[src/rtl/game_sequencer_pkg.sv]
// Shared types and defaults for the game sequencer.
// State encoding, step timeout and score ceiling.
package game_sequencer_pkg;

  typedef enum logic [2:0] {
    S_INIT     = 3'd0,
    S_IDLE_RUN = 3'd1,
    S_PHYS     = 3'd2,
    S_PIPE     = 3'd3,
    S_CHECK    = 3'd4,
    S_LOSE     = 3'd5
  } state_e;

  localparam int STEP_TIMEOUT_DEF = 255;
  localparam int SCORE_MAX_DEF    = 99;

  function automatic logic is_step(state_e s);
    return (s == S_PHYS) || (s == S_PIPE) ||
           (s == S_CHECK);
  endfunction

endpackage

[src/rtl/game_sequencer_if.sv]
// Handshake bundle between the sequencer, the
// debouncers and the per-tick step engines.
interface game_sequencer_if;

  logic       Start;
  logic       Ack;
  logic       Jump_Pulse;
  logic       Frame_Tick;
  logic       Phys_Done;
  logic       Pipe_Done;
  logic       Pipe_Passed;
  logic       Coll_Done;
  logic       Collide;
  logic       Phys_Step;
  logic       Jump_Req;
  logic       Pipe_Step;
  logic       Coll_Step;
  logic       Q_Initial;
  logic       Q_Run;
  logic       Q_Lose;
  logic [3:0] Score_Tens;
  logic [3:0] Score_Ones;
  logic       Overrun;
  logic       Timeout_Err;

  modport master (
    output Start, Ack, Jump_Pulse, Frame_Tick,
    output Phys_Done, Pipe_Done, Pipe_Passed,
    output Coll_Done, Collide,
    input  Phys_Step, Jump_Req, Pipe_Step,
    input  Coll_Step, Q_Initial, Q_Run, Q_Lose,
    input  Score_Tens, Score_Ones,
    input  Overrun, Timeout_Err
  );

  modport slave (
    input  Start, Ack, Jump_Pulse, Frame_Tick,
    input  Phys_Done, Pipe_Done, Pipe_Passed,
    input  Coll_Done, Collide,
    output Phys_Step, Jump_Req, Pipe_Step,
    output Coll_Step, Q_Initial, Q_Run, Q_Lose,
    output Score_Tens, Score_Ones,
    output Overrun, Timeout_Err
  );

endinterface

[src/rtl/game_sequencer_bcd_score_counter.sv]
// Two-digit BCD score counter that holds at
// its ceiling instead of wrapping.
module bcd_score_counter #(
  parameter int SAT = 99
) (
  input  logic       Clk,
  input  logic       Reset,
  input  logic       clr,
  input  logic       inc,
  output logic [3:0] tens,
  output logic [3:0] ones
);

  logic sat;

  assign sat = (tens == 4'(SAT / 10)) &&
               (ones == 4'(SAT % 10));

  // BCD increment with carry into tens, frozen at ceiling
  always_ff @(posedge Clk or negedge Reset) begin
    if (!Reset) begin
      tens <= 4'd0;
      ones <= 4'd0;
    end else if (clr) begin
      tens <= 4'd0;
      ones <= 4'd0;
    end else if (inc && !sat) begin
      if (ones == 4'd9) begin
        ones <= 4'd0;
        tens <= tens + 4'd1;
      end else begin
        ones <= ones + 4'd1;
      end
    end
  end

endmodule

[src/rtl/game_sequencer.sv]
// Game controller: INIT/RUN/LOSE plus the per-tick
// physics -> pipe -> collision step chain.
module game_sequencer
  import game_sequencer_pkg::*;
#(
  parameter int STEP_TIMEOUT = STEP_TIMEOUT_DEF,
  parameter int SCORE_MAX    = SCORE_MAX_DEF
) (
  input logic             Clk,
  input logic             Reset,
  game_sequencer_if.slave bus
);

  state_e     state;
  state_e     state_n;
  logic       pending;
  logic       jump_pend;
  logic       phys_q;
  logic       pipe_q;
  logic       coll_q;
  logic       ov_q;
  logic       to_q;
  logic [7:0] tmo_cnt;
  logic       in_step;
  logic       in_run;
  logic       done;
  logic       timeout;
  logic       game_start;
  logic       score_inc;

  assign in_step    = is_step(state);
  assign in_run     = in_step || (state == S_IDLE_RUN);
  assign game_start = (state == S_INIT) && bus.Start;
  assign score_inc  = (state == S_PIPE) &&
                      bus.Pipe_Done && bus.Pipe_Passed;
  assign timeout    = in_step && !done &&
                      (tmo_cnt == 8'(STEP_TIMEOUT - 1));

  // Completion of whichever step is currently active
  always_comb begin
    done = 1'b0;
    unique case (1'b1)
      state == S_PHYS:  done = bus.Phys_Done;
      state == S_PIPE:  done = bus.Pipe_Done;
      state == S_CHECK: done = bus.Coll_Done;
      default:          done = 1'b0;
    endcase
  end

  // Next-state selection
  always_comb begin
    state_n = state;
    unique case (state)
      S_INIT:
        if (bus.Start) state_n = S_IDLE_RUN;
      S_IDLE_RUN:
        if (bus.Frame_Tick || pending)
          state_n = S_PHYS;
      S_PHYS:
        if (bus.Phys_Done)  state_n = S_PIPE;
        else if (timeout)   state_n = S_LOSE;
      S_PIPE:
        if (bus.Pipe_Done)  state_n = S_CHECK;
        else if (timeout)   state_n = S_LOSE;
      S_CHECK:
        if (bus.Coll_Done)
          state_n = bus.Collide ? S_LOSE
                                : S_IDLE_RUN;
        else if (timeout)   state_n = S_LOSE;
      S_LOSE:
        if (bus.Ack) state_n = S_INIT;
      default: state_n = S_INIT;
    endcase
  end

  // State register
  always_ff @(posedge Clk or negedge Reset) begin
    if (!Reset) state <= S_INIT;
    else        state <= state_n;
  end

  // Step pulses fire once, on entry to each step
  always_ff @(posedge Clk or negedge Reset) begin
    if (!Reset) begin
      phys_q <= 1'b0;
      pipe_q <= 1'b0;
      coll_q <= 1'b0;
    end else begin
      phys_q <= (state == S_IDLE_RUN) &&
                (state_n == S_PHYS);
      pipe_q <= (state == S_PHYS) &&
                (state_n == S_PIPE);
      coll_q <= (state == S_PIPE) &&
                (state_n == S_CHECK);
    end
  end

  // One-deep tick buffer and sticky overrun flag
  always_ff @(posedge Clk or negedge Reset) begin
    if (!Reset) begin
      pending <= 1'b0;
      ov_q    <= 1'b0;
    end else begin
      if (!in_run || state_n == S_LOSE)
        pending <= 1'b0;
      else if (state == S_IDLE_RUN)
        pending <= 1'b0;
      else if (bus.Frame_Tick)
        pending <= 1'b1;
      if (game_start)
        ov_q <= 1'b0;
      else if (in_step && bus.Frame_Tick && pending)
        ov_q <= 1'b1;
    end
  end

  // Jump latch, consumed by the physics step pulse
  always_ff @(posedge Clk or negedge Reset) begin
    if (!Reset)              jump_pend <= 1'b0;
    else if (!in_run)        jump_pend <= 1'b0;
    else if (phys_q)         jump_pend <= bus.Jump_Pulse;
    else if (bus.Jump_Pulse) jump_pend <= 1'b1;
  end

  // Per-step watchdog and sticky timeout flag
  always_ff @(posedge Clk or negedge Reset) begin
    if (!Reset) begin
      tmo_cnt <= 8'd0;
      to_q    <= 1'b0;
    end else begin
      if (state_n != state)
        tmo_cnt <= 8'd0;
      else if (in_step && !done)
        tmo_cnt <= tmo_cnt + 8'd1;
      if (game_start)   to_q <= 1'b0;
      else if (timeout) to_q <= 1'b1;
    end
  end

  bcd_score_counter #(
    .SAT (SCORE_MAX)
  ) u_score (
    .Clk   (Clk),
    .Reset (Reset),
    .clr   (game_start),
    .inc   (score_inc),
    .tens  (bus.Score_Tens),
    .ones  (bus.Score_Ones)
  );

  assign bus.Phys_Step   = phys_q;
  assign bus.Jump_Req    = phys_q && jump_pend;
  assign bus.Pipe_Step   = pipe_q;
  assign bus.Coll_Step   = coll_q;
  assign bus.Q_Initial   = (state == S_INIT);
  assign bus.Q_Run       = in_run;
  assign bus.Q_Lose      = (state == S_LOSE);
  assign bus.Overrun     = ov_q;
  assign bus.Timeout_Err = to_q;

endmodule

[src/flat_wrapper.sv]
// flat-port wrapper written by rule: the top's interface ports become plain ports
module game_sequencer_flat import game_sequencer_pkg::*;
#(
  parameter int STEP_TIMEOUT = STEP_TIMEOUT_DEF,
  parameter int SCORE_MAX    = SCORE_MAX_DEF
)
  (Clk, Reset, bus_Start, bus_Ack, bus_Jump_Pulse, bus_Frame_Tick, bus_Phys_Done, bus_Pipe_Done, bus_Pipe_Passed, bus_Coll_Done, bus_Collide, bus_Phys_Step, bus_Jump_Req, bus_Pipe_Step, bus_Coll_Step, bus_Q_Initial, bus_Q_Run, bus_Q_Lose, bus_Score_Tens, bus_Score_Ones, bus_Overrun, bus_Timeout_Err);
  game_sequencer_if bus_i ();
  input logic Clk;
  input logic Reset;
  input wire logic [$bits(bus_i.Start)-1:0] bus_Start;
  input wire logic [$bits(bus_i.Ack)-1:0] bus_Ack;
  input wire logic [$bits(bus_i.Jump_Pulse)-1:0] bus_Jump_Pulse;
  input wire logic [$bits(bus_i.Frame_Tick)-1:0] bus_Frame_Tick;
  input wire logic [$bits(bus_i.Phys_Done)-1:0] bus_Phys_Done;
  input wire logic [$bits(bus_i.Pipe_Done)-1:0] bus_Pipe_Done;
  input wire logic [$bits(bus_i.Pipe_Passed)-1:0] bus_Pipe_Passed;
  input wire logic [$bits(bus_i.Coll_Done)-1:0] bus_Coll_Done;
  input wire logic [$bits(bus_i.Collide)-1:0] bus_Collide;
  output wire logic [$bits(bus_i.Phys_Step)-1:0] bus_Phys_Step;
  output wire logic [$bits(bus_i.Jump_Req)-1:0] bus_Jump_Req;
  output wire logic [$bits(bus_i.Pipe_Step)-1:0] bus_Pipe_Step;
  output wire logic [$bits(bus_i.Coll_Step)-1:0] bus_Coll_Step;
  output wire logic [$bits(bus_i.Q_Initial)-1:0] bus_Q_Initial;
  output wire logic [$bits(bus_i.Q_Run)-1:0] bus_Q_Run;
  output wire logic [$bits(bus_i.Q_Lose)-1:0] bus_Q_Lose;
  output wire logic [$bits(bus_i.Score_Tens)-1:0] bus_Score_Tens;
  output wire logic [$bits(bus_i.Score_Ones)-1:0] bus_Score_Ones;
  output wire logic [$bits(bus_i.Overrun)-1:0] bus_Overrun;
  output wire logic [$bits(bus_i.Timeout_Err)-1:0] bus_Timeout_Err;
  assign bus_i.Start = bus_Start;
  assign bus_i.Ack = bus_Ack;
  assign bus_i.Jump_Pulse = bus_Jump_Pulse;
  assign bus_i.Frame_Tick = bus_Frame_Tick;
  assign bus_i.Phys_Done = bus_Phys_Done;
  assign bus_i.Pipe_Done = bus_Pipe_Done;
  assign bus_i.Pipe_Passed = bus_Pipe_Passed;
  assign bus_i.Coll_Done = bus_Coll_Done;
  assign bus_i.Collide = bus_Collide;
  assign bus_Phys_Step = bus_i.Phys_Step;
  assign bus_Jump_Req = bus_i.Jump_Req;
  assign bus_Pipe_Step = bus_i.Pipe_Step;
  assign bus_Coll_Step = bus_i.Coll_Step;
  assign bus_Q_Initial = bus_i.Q_Initial;
  assign bus_Q_Run = bus_i.Q_Run;
  assign bus_Q_Lose = bus_i.Q_Lose;
  assign bus_Score_Tens = bus_i.Score_Tens;
  assign bus_Score_Ones = bus_i.Score_Ones;
  assign bus_Overrun = bus_i.Overrun;
  assign bus_Timeout_Err = bus_i.Timeout_Err;
  game_sequencer #(.STEP_TIMEOUT(STEP_TIMEOUT), .SCORE_MAX(SCORE_MAX)) u_core (.Clk(Clk), .Reset(Reset), .bus(bus_i));
endmodule
[config.mk]
export PLATFORM = sky130hd
export DESIGN_NAME = game_sequencer_flat
export DESIGN_NICKNAME = d
export VERILOG_FILES = /design/src/rtl/game_sequencer_pkg.sv /design/src/rtl/game_sequencer_if.sv /design/src/rtl/game_sequencer_bcd_score_counter.sv /design/src/rtl/game_sequencer.sv /design/src/flat_wrapper.sv
export SDC_FILE = /design/constraint.sdc
export NUM_CORES = 1
export LEC_CHECK = 0
export CORE_MARGIN = 1
export CORE_UTILIZATION = 35
export DETAILED_ROUTE_END_ITERATION = 7
export HOLD_SLACK_MARGIN = 0.02
export PLACE_DENSITY = 0.55
export SKIP_LAST_GASP = 1
export SLEW_MARGIN = 10
export SYNTH_ARGS = -nofsm -noshare
export SYNTH_HDL_FRONTEND = slang
export SYNTH_HIERARCHICAL = 1
export SYNTH_SLANG_ARGS = --single-unit
[constraint.sdc]
create_clock -name Clk -period 4.25 [get_ports Clk]
set_input_delay 0.85 -clock Clk [delete_from_list [all_inputs] [get_ports Clk]]
set_output_delay 0.85 -clock Clk [all_outputs]
set_load 0.01 [all_outputs]
# After elaboration in Yosys (flattened, before gate mapping)
# Cells that the tools add are included.
# word_totals
in_bits,11
elab_cells,85
register_bits,26
# op_classes
n_addsub,3
n_eq_ne,14
reduce_logical,29
mux,28
# op_table
operator,count
3-bit 2-to-1 mux,8
4-bit 2-to-1 mux,6
3-bit case mux with 6 select lines,1
8-bit 2-to-1 mux,2
1-bit logical AND,13
3-bit by 2-bit equality test with 1-bit output (second input constant),4
3-bit equality test (second input constant),4
1-bit 2-to-1 mux,10
2-bit nonzero test,5
4-bit by 1-bit adder with 4-bit output (second input constant),2
8-bit by 1-bit adder with 8-bit output (second input constant),1
4-bit equality test (second input constant),2
8-bit equality test (second input constant),1
1-bit logical OR,5
3-bit by 1-bit equality test with 1-bit output (second input constant),1
1-bit zero test,3
3-bit zero test,1
3-bit by 2-bit != test with 1-bit output (second input constant),1
3-bit != test,1
1-bit case mux with 3 select lines,1
3-bit nonzero test,1
2-bit AND reduction,1

# Logic depth before layout (Yosys ltp)
# Gate-level depths: netlist (run 1).
# logic_depth
word_depth,11
depth_mapped,7
depth_no_buf,7

# By module
# Netlist (run 1), hierarchy kept.
# by_module_without_submodules
module,instances,area_each_um2,cells_per_inst,seq_area_each_um2
game_sequencer,1,1027.2,102,450.4
bcd_score_counter,1,490.5,50,200.2

# Least setup slack after synthesis (run 1)
# Ideal clock, no wire load.
# synth_path
path_type,input-to-reg
startpoint,in bus_Frame_Tick
endpoint,reg u_core.tmo_cnt[0]
stages,5
setup_time_ns,0.137
n_path_buf,0
arrival_ns,2.028
t_required_ns,4.113
setup_slack_ns,2.086
cell_sequence,nor2_1 > mux4_2 > a22oi_4 > mux2i_2 > nor3_1
# synth_between
elab_chain_cells,5
elab_cells_between_ends,6
classes_between,eq/ne: 1; mux: 3; reduce/logical: 2
# synth_lines
element,line_no,rtl
"start, declared",flat_wrapper.sv:14,input wire logic [$bits(bus_i.Frame_Tick)-1:0] bus_Frame_Tick;
1-bit logical OR (*),game_sequencer.sv:57,if (bus.Frame_Tick || pending)
3-bit 2-to-1 mux (*),game_sequencer.sv:57,
3-bit case mux with 6 select lines (*),game_sequencer.sv:53,unique case (state)
3-bit != test (*),game_sequencer.sv:131,if (state_n != state)
8-bit 2-to-1 mux / 2-bit nonzero test (equally long branches),--,
"end signal, assigned",game_sequencer.sv:134,tmo_cnt <= tmo_cnt + 8'd1;
"end, declared",game_sequencer.sv:23,logic [7:0] tmo_cnt;
# Mark *: on every way between the ends. The rest lies on a longest branch, timed or not.
# A chain may end at the register's enable or synchronous reset.

# Final worst setup path (run 1)
# layout_path
startpoint,reg u_core.state[0]
endpoint,out bus_Q_Run
# layout_between
elab_chain_cells,4
elab_cells_between_ends,7
classes_between,eq/ne: 4; reduce/logical: 3
# layout_lines
element,line_no,rtl
"start, declared",game_sequencer.sv:14,state_e state;
"start signal, assigned",game_sequencer.sv:79,else state <= state_n;
3-bit by 2-bit equality test with 1-bit output,game_sequencer_pkg.sv:18,return (s == S_PHYS) || (s == S_PIPE) ||
1-bit logical OR (2 in series),game_sequencer_pkg.sv:18,
1-bit logical OR (*),game_sequencer.sv:32,assign in_run = in_step || (state == S_IDLE_RUN);
"end, declared",flat_wrapper.sv:25,output wire logic [$bits(bus_i.Q_Run)-1:0] bus_Q_Run;
# Marked as above.

==> flow_metrics.env, run 1 <==
export IMPL_synth_most_common_cell="dfrtp_1"
export IMPL_fin_util=0.459
export IMPL_fmax_ghz=0.368
export IMPL_ioPinCount=28
export IMPL_whs_path_depth=2
export IMPL_htreeDepth=1
export IMPL_finalWirelength_um=3330
export IMPL_slew_viol_final=0
export IMPL_coreArea_um2=4090
export IMPL_min_to="u_core/bus.Timeout_Err$_DFFE_PN0P_"
export IMPL_r2r_start="u_core/state[0]$_DFF_PN0_"
export IMPL_yosys_area_top_type_share=0.429
export IMPL_vias=1237
export IMPL_area_delta_synth_final_pct=23.7
export IMPL_synth_main_ff_cell="dfrtp_1"
export IMPL_grt_max_degree=27
export IMPL_die_area_um2=4600
export IMPL_die_w_um=67.9
export IMPL_worstMarginPinSlew_ns=0.517
export IMPL_required_ns=3.40
export IMPL_hold_viol_final=0
export IMPL_critical_path_max_stage_delay_ns=0.57
export IMPL_synth_area_leader_cell="dfrtp_1"
export IMPL_drc_errors=0
export IMPL_nNetsFinal=199
export IMPL_critPathCaptureType="primary output"
export IMPL_pwr_share_clk=0.149
export IMPL_dr_first_iter_drc_count=73
export IMPL_cap_violations=0
export IMPL_power_switching_uw=360
export IMPL_avgSynthCellArea_um2=9.98
export IMPL_synth_commonest_cells="26 x dfrtp_1, 13 x nor3_1, 10 x a21oi_1, 10 x nor2_1, 9 x nand2_1"
export IMPL_antenna_left=0
export IMPL_leakagePower_nw=0.809
export IMPL_arrival_ns=1.87
export IMPL_clock_sinks=26
export IMPL_grt_pass1_wl_um=5640
export IMPL_setup_tns_ns=0
export IMPL_dr_pass1_iters=4
export IMPL_via_per_inst=5.38
export IMPL_startpoint_type="flop"
export IMPL_post_cts_repair_setup_buffers=0
export IMPL_power_share_sequential=0.399
export IMPL_drt_wirelength_per_cell_um=14.5
export IMPL_worstSetupPathType="flop to primary output"
export IMPL_drive_gt1_frac=0.0889
export IMPL_ctsLongestPathBuffers=2
export IMPL_clkLatencyLatePin_ns=0.27
export IMPL_first_global_vias=1200
export IMPL_slew_headroom=0.648
export IMPL_worst_path_max_delay_cell="clkdlybuf4s50_1"
export IMPL_r2r_slack_ns=2.07
export IMPL_num_rows=23
export IMPL_cts_root_buf="clkbuf_8"
export IMPL_cts_buffers=3
export IMPL_ys_async_sr_fraction=1.00
export IMPL_min_from="u_core/bus.Timeout_Err$_DFFE_PN0P_"
export IMPL_syn_cell_area_um2=1520
export IMPL_gp_congestion=0.801
export IMPL_cts_resized=0
export IMPL_cts_hold_buffers=0
export IMPL_antenna_cells=0
export IMPL_p_sw_frac=0.395
export IMPL_yosysWarningCount=6
export IMPL_multiInputGateArea_um2=802
export IMPL_overflow=0
export IMPL_clock_skew_ns=0.00314
export IMPL_p_per_area_nw_per_um2=486
export IMPL_start_util=0.371
export IMPL_setup_viol=0
export IMPL_nFillCells=413
export IMPL_regArea_um2=651
export IMPL_synth_distinct_cells=49
export IMPL_path_clk_slew_ns=0.08
export IMPL_path_cells="nor2_1, xnor2_1, clkdlybuf4s50_1"
export IMPL_synth_edf_count=0
export IMPL_min_period_ns=2.72
export IMPL_synthCells=152
export IMPL_status="finished, final reports clean"
export IMPL_rr_endpoint="u_core/tmo_cnt[6]$_DFFE_PN0P_"
export IMPL_grt_use_total=0.166
export IMPL_post_synth_main_area_contributors="dfrtp_1 43%, ha_1 4.9%, xnor2_1 4.6%"
export IMPL_finalCritPeriodShare=0.640
export IMPL_p_int_uw=552
export IMPL_antenna_found_initial=0
export IMPL_rsz0062_at_grt="no"
export IMPL_cts_tree="yes"
export IMPL_path_max_fanout=12
export IMPL_dpl_hpwl_um=2490
export IMPL_comb_power_share=0.452
export IMPL_hold_class="flop to flop"
export IMPL_syn_nets=169
export IMPL_seq_area_frac_synth=0.429
export IMPL_ys_seq_elements=26
export IMPL_die_h_um=67.9
export IMPL_ir_worst_vdd_mv=0.216
export IMPL_io_buffer_count=27
export IMPL_ff2ff_path_depth=4
cells by family after synthesis:
| family | Yosys count | share of synthesized area |
|---|---|---|
| flops | 26 | 0.429 |
| fa+ha+maj | 6 | 0.0495 |
| simple gates | 67 | 0.268 |
| compound gates | 28 | 0.128 |
| xor+xnor | 8 | 0.0462 |
| mux | 4 | 0.0371 |
| buf+inv | 13 | 0.0429 |
flip-flops by register name (all words and copies together) (netlist names):
signal and cells:
u_core/tmo_cnt 8, u_core/state 3, u_core/u_score/tens 4, u_core/bus.Coll_Step 1, u_core/bus.Phys_Step 1, u_core/bus.Pipe_Step 1
u_core/jump_pend 1, u_core/bus.Overrun 1, u_core/bus.Timeout_Err 1, u_core/u_score/ones 4, u_core/pending 1
layout make-up:
type	instances	area share
Multi-Input combinational cell	113	0.427
Sequential cell	26	0.347
Timing Repair Buffer	29	0.152
Tap cell	50	0.0333
Clock buffer	3	0.0220
Inverter	9	0.0187
layer usage:
| metal | vias to the layer above | GRT usage | wire length (um) |
|---|---|---|---|
| met5 | - | 0 | 0 |
| met1 | 600 | 0.216 | 1530 |
| met3 | 2 | 0.0400 | 160 |
| li1 | 604 | - | - |
| met2 | 31 | 0.282 | 1630 |
| met4 | 0 | 0.0313 | 14 |
critical path: cells and delay by family (launching register included):
kind / cells / cell delay, ns
xor gates and xnor gates: 1 / 0.19
DFF: 1 / 0.54
buffers and inverters: 1 / 0.57
and+or+nand+nor: 1 / 0.30
through the flow:
| stage | hold WS, ns | cell area (um^2) | std cells | setup WS, ns | power (mW) |
|---|---|---|---|---|---|
| final | 0.513 | 1880 | 230 | 1.53 | 0.912 |
| after global placement | 0.499 | 1840 | 227 | 1.41 | 0.768 |
| after global routing | 0.571 | 1880 | 230 | 1.43 | 0.985 |
| after CTS | 0.526 | 1880 | 230 | 1.53 | 0.923 |
| after floorplan | 0.517 | 1520 | 152 | 2.09 | 0.635 |
| after detailed placement | 0.505 | 1840 | 227 | 1.35 | 0.784 |
how the worst max path moves through the flow:
| stage | start | endpoint | slack [ns] | depth (start not counted) |
|---|---|---|---|---|
| after global routing | u_core/state[0]$_DFF_PN0_ | bus_Q_Run | 1.43 | 3 |
| after detailed placement | bus_Ack | u_core/tmo_cnt[3]$_DFFE_PN0P_ | 1.35 | 6 |
| after global placement | bus_Frame_Tick | u_core/tmo_cnt[6]$_DFFE_PN0P_ | 1.41 | 6 |
| after floorplan | bus_Frame_Tick | u_core/tmo_cnt[0]$_DFFE_PN0P_ | 2.09 | 5 |
| after CTS | u_core/state[0]$_DFF_PN0_ | bus_Q_Run | 1.53 | 3 |
| final | u_core/state[0]$_DFF_PN0_ | bus_Q_Run | 1.53 | 3 |
layout by cell type (no fill, tap or decap), types with 2 or more instances in the layout:
cell type / Yosys / layout
a21oi_1: 10 / 10
a31oi_1: 2 / 2
and2_1: 3 / 3
buf_4: 0 / 2
clkbuf_8: 0 / 3
clkdlybuf4s50_1: 0 / 27
dfrtp_1: 26 / 26
ha_1: 6 / 6
inv_1: 6 / 6
inv_2: 2 / 2
mux2i_1: 2 / 2
nand2_1: 9 / 9
nand2b_1: 4 / 4
nand3_1: 6 / 6
nor2_1: 10 / 10
nor2b_1: 2 / 2
nor3_1: 13 / 13
nor4_1: 2 / 2
o21ai_0: 2 / 2
o31ai_1: 2 / 2
or3_1: 3 / 3
or4_1: 3 / 3
xnor2_1: 8 / 8
power by group through the flow:
stage	sequential, mW	combinational [mW]	clock, mW
after global routing	0.373	0.457	0.154
final	0.364	0.413	0.136
after detailed placement	0.369	0.415	0
after floorplan	0.348	0.287	0
after CTS	0.364	0.416	0.144
after global placement	0.365	0.402	0
No activity file was read; power rests on OpenSTA's default activity.
==> run 2, diff against run 1 <==
- clock period: 4.25 -> 2.71 ns (I/O delays scaled with it)
==> run 2 against run 1 <==
Clock skew hardly changed; sequential power grew 56%; largest cell class unchanged; highest routed layer unchanged; core utilization is 0.52 points higher.
==> flow_metrics.env, run 2 (same netlist as run 1, synthesis figures left out) <==
export IMPL_nNetsFinal=200
export IMPL_via_per_inst=5.38
export IMPL_status="finished, final reports clean"
export IMPL_whs_path_depth=2
export IMPL_dr_max_layer_used="met4"
export IMPL_critical_path_max_stage_delay_ns=0.59
export IMPL_ctsLongestPathBuffers=2
export IMPL_ioPinCount=28
export IMPL_slew_headroom=0.686
export IMPL_pwr_share_clk=0.168
export IMPL_final_common_cell="clkdlybuf4s50_1"
export IMPL_antenna_found_initial=0
export IMPL_overflow=0
export IMPL_cts_root_buf="clkbuf_8"
export IMPL_cts_tree="yes"
export IMPL_top_register="u_core/tmo_cnt"
export IMPL_fin_cells=232
export IMPL_drive_gt1_frac=0.0989
export IMPL_path_max_fanout=12
export IMPL_cts_hold_buffers=0
export IMPL_slew_viol_final=0
export IMPL_rr_endpoint="u_core/u_score/tens[2]$_DFFE_PN0P_"
export IMPL_multiInputGateArea_um2=802
export IMPL_setup_tns_ns=0
export IMPL_dpl_hpwl_um=2450
export IMPL_p_sw_frac=0.384
export IMPL_cap_violations=0
export IMPL_post_place_cells=228
export IMPL_nFillCells=395
export IMPL_min_from="u_core/bus.Timeout_Err$_DFFE_PN0P_"
export IMPL_die_h_um=67.9
export IMPL_grt_pass1_wl_um=5490
export IMPL_min_period_ns=2.42
export IMPL_coreArea_um2=4090
export IMPL_path_cells="nor2_1, xnor2_1, clkdlybuf4s50_1"
export IMPL_final_cell_area_um2=1900
export IMPL_worstSetupPathType="flop to primary output"
export IMPL_r2r_start="u_core/state[0]$_DFF_PN0_"
export IMPL_hold_viol_final=0
export IMPL_r2r_slack_ns=0.64
export IMPL_leakagePower_nw=0.821
export IMPL_grt_use_total=0.159
export IMPL_rsz0062_at_grt="no"
export IMPL_antenna_left=0
export IMPL_p_int_uw=914
export IMPL_p_per_area_nw_per_um2=782
export IMPL_clock_sinks=26
export IMPL_largest_register_ffs=8
export IMPL_cts_buffers=3
export IMPL_timing_hold_ws_ns=0.529
export IMPL_fin_util=0.464
export IMPL_min_to="u_core/bus.Timeout_Err$_DFFE_PN0P_"
export IMPL_worstMarginPinSlew_ns=0.471
export IMPL_cp_buffers_inverters=1
export IMPL_vias=1249
export IMPL_hold_class="flop to flop"
export IMPL_cts_resized=0
export IMPL_finalWirelength_um=3290
export IMPL_clkLatencyLatePin_ns=0.27
export IMPL_wl_met3_um=202
export IMPL_dr_first_iter_drc_count=56
export IMPL_power_switching_uw=570
export IMPL_finalCritPeriodShare=0.892
export IMPL_die_w_um=67.9
export IMPL_htreeDepth=1
export IMPL_regArea_um2=651
export IMPL_num_rows=23
export IMPL_area_delta_synth_final_pct=25.1
export IMPL_critPathCaptureType="primary output"
export IMPL_drc_errors=0
export IMPL_arrival_ns=1.87
export IMPL_final_cell_mix="27 x clkdlybuf4s50_1, 26 x dfrtp_1, 13 x nor3_1"
export IMPL_dr_pass1_iters=5
export IMPL_fmax_ghz=0.414
export IMPL_reg_top3="u_core/tmo_cnt: 8 flops, u_core/u_score/ones: 4 flops, u_core/u_score/tens: 4 flops"
export IMPL_crit_family="buffers and inverters"
export IMPL_die_area_um2=4600
export IMPL_drt_met1_wl_um=1420
export IMPL_power_share_sequential=0.383
export IMPL_place_area_um2=1840
export IMPL_required_ns=2.17
export IMPL_grt_max_degree=27
export IMPL_ir_worst_vdd_mv=0.331
export IMPL_startpoint_type="flop"
export IMPL_worst_path_max_delay_cell="clkdlybuf4s50_1"
export IMPL_first_global_vias=1218
export IMPL_antenna_cells=0
export IMPL_path_clk_slew_ns=0.09
export IMPL_comb_power_share=0.449
export IMPL_io_buffer_count=27
export IMPL_clock_skew_ns=0.00344
export IMPL_drt_wirelength_per_cell_um=14.2
export IMPL_post_cts_repair_setup_buffers=0
export IMPL_route_met2_wl_um=1660
export IMPL_ff2ff_path_depth=6
export IMPL_gp_congestion=0.810
export IMPL_setup_viol=0
export IMPL_start_util=0.371
run 2: metrics by stage:
step | setup WS (ns) | total power, mW
floorplan | 0.854 | 0.996
global placement | 0.267 | 1.23
detailed placement | 0.208 | 1.24
CTS | 0.290 | 1.50
global route | 0.192 | 1.59
finish | 0.293 | 1.48
run 2: worst reg2reg max path, stage by stage (launching register included):
cell and delay, ns:
dfrtp_1 0.60, nand2_1 0.13, nor3_1 0.23, and2_1 0.27, nand4b_2 0.20, or4_1 0.43
a21oi_1 0.15
run 2: cell type report:
| cell class | count | area share |
|---|---|---|
| clock buffers | 4 | 0.0290 |
| flip-flops and latches | 26 | 0.343 |
| multi-input cells | 113 | 0.423 |
| well taps | 50 | 0.0330 |
| repair buffers | 30 | 0.154 |
| inverters | 9 | 0.0185 |
run 2: power groups by stage:
stage / logic [mW] / registers, mW / clock network [mW]
4_1_cts: 0.668 / 0.568 / 0.261
6_report: 0.666 / 0.568 / 0.250
2_1_floorplan: 0.450 / 0.546 / 0
3_5_place_dp: 0.665 / 0.577 / 0
5_1_grt: 0.729 / 0.583 / 0.274
3_3_place_gp: 0.657 / 0.572 / 0
run 2: routing by layer:
layer	track usage	up-vias
met4	0.0365	0
met1	0.199	598
met3	0.0433	2
met5	0	-
li1	-	612
met2	0.271	37
run 2: worst max-delay path by stage:
stage / end / from / slack (ns) / cells after the start
6_report: bus_Q_Run / u_core/state[0]$_DFF_PN0_ / 0.29 / 3
5_1_grt: bus_Q_Run / u_core/state[0]$_DFF_PN0_ / 0.19 / 3
4_1_cts: bus_Q_Run / u_core/state[0]$_DFF_PN0_ / 0.29 / 3
3_5_place_dp: u_core/u_score/tens[2]$_DFFE_PN0P_ / bus_Pipe_Done / 0.21 / 7
3_3_place_gp: u_core/u_score/tens[2]$_DFFE_PN0P_ / bus_Pipe_Done / 0.27 / 7
2_1_floorplan: u_core/tmo_cnt[0]$_DFFE_PN0P_ / bus_Frame_Tick / 0.85 / 5
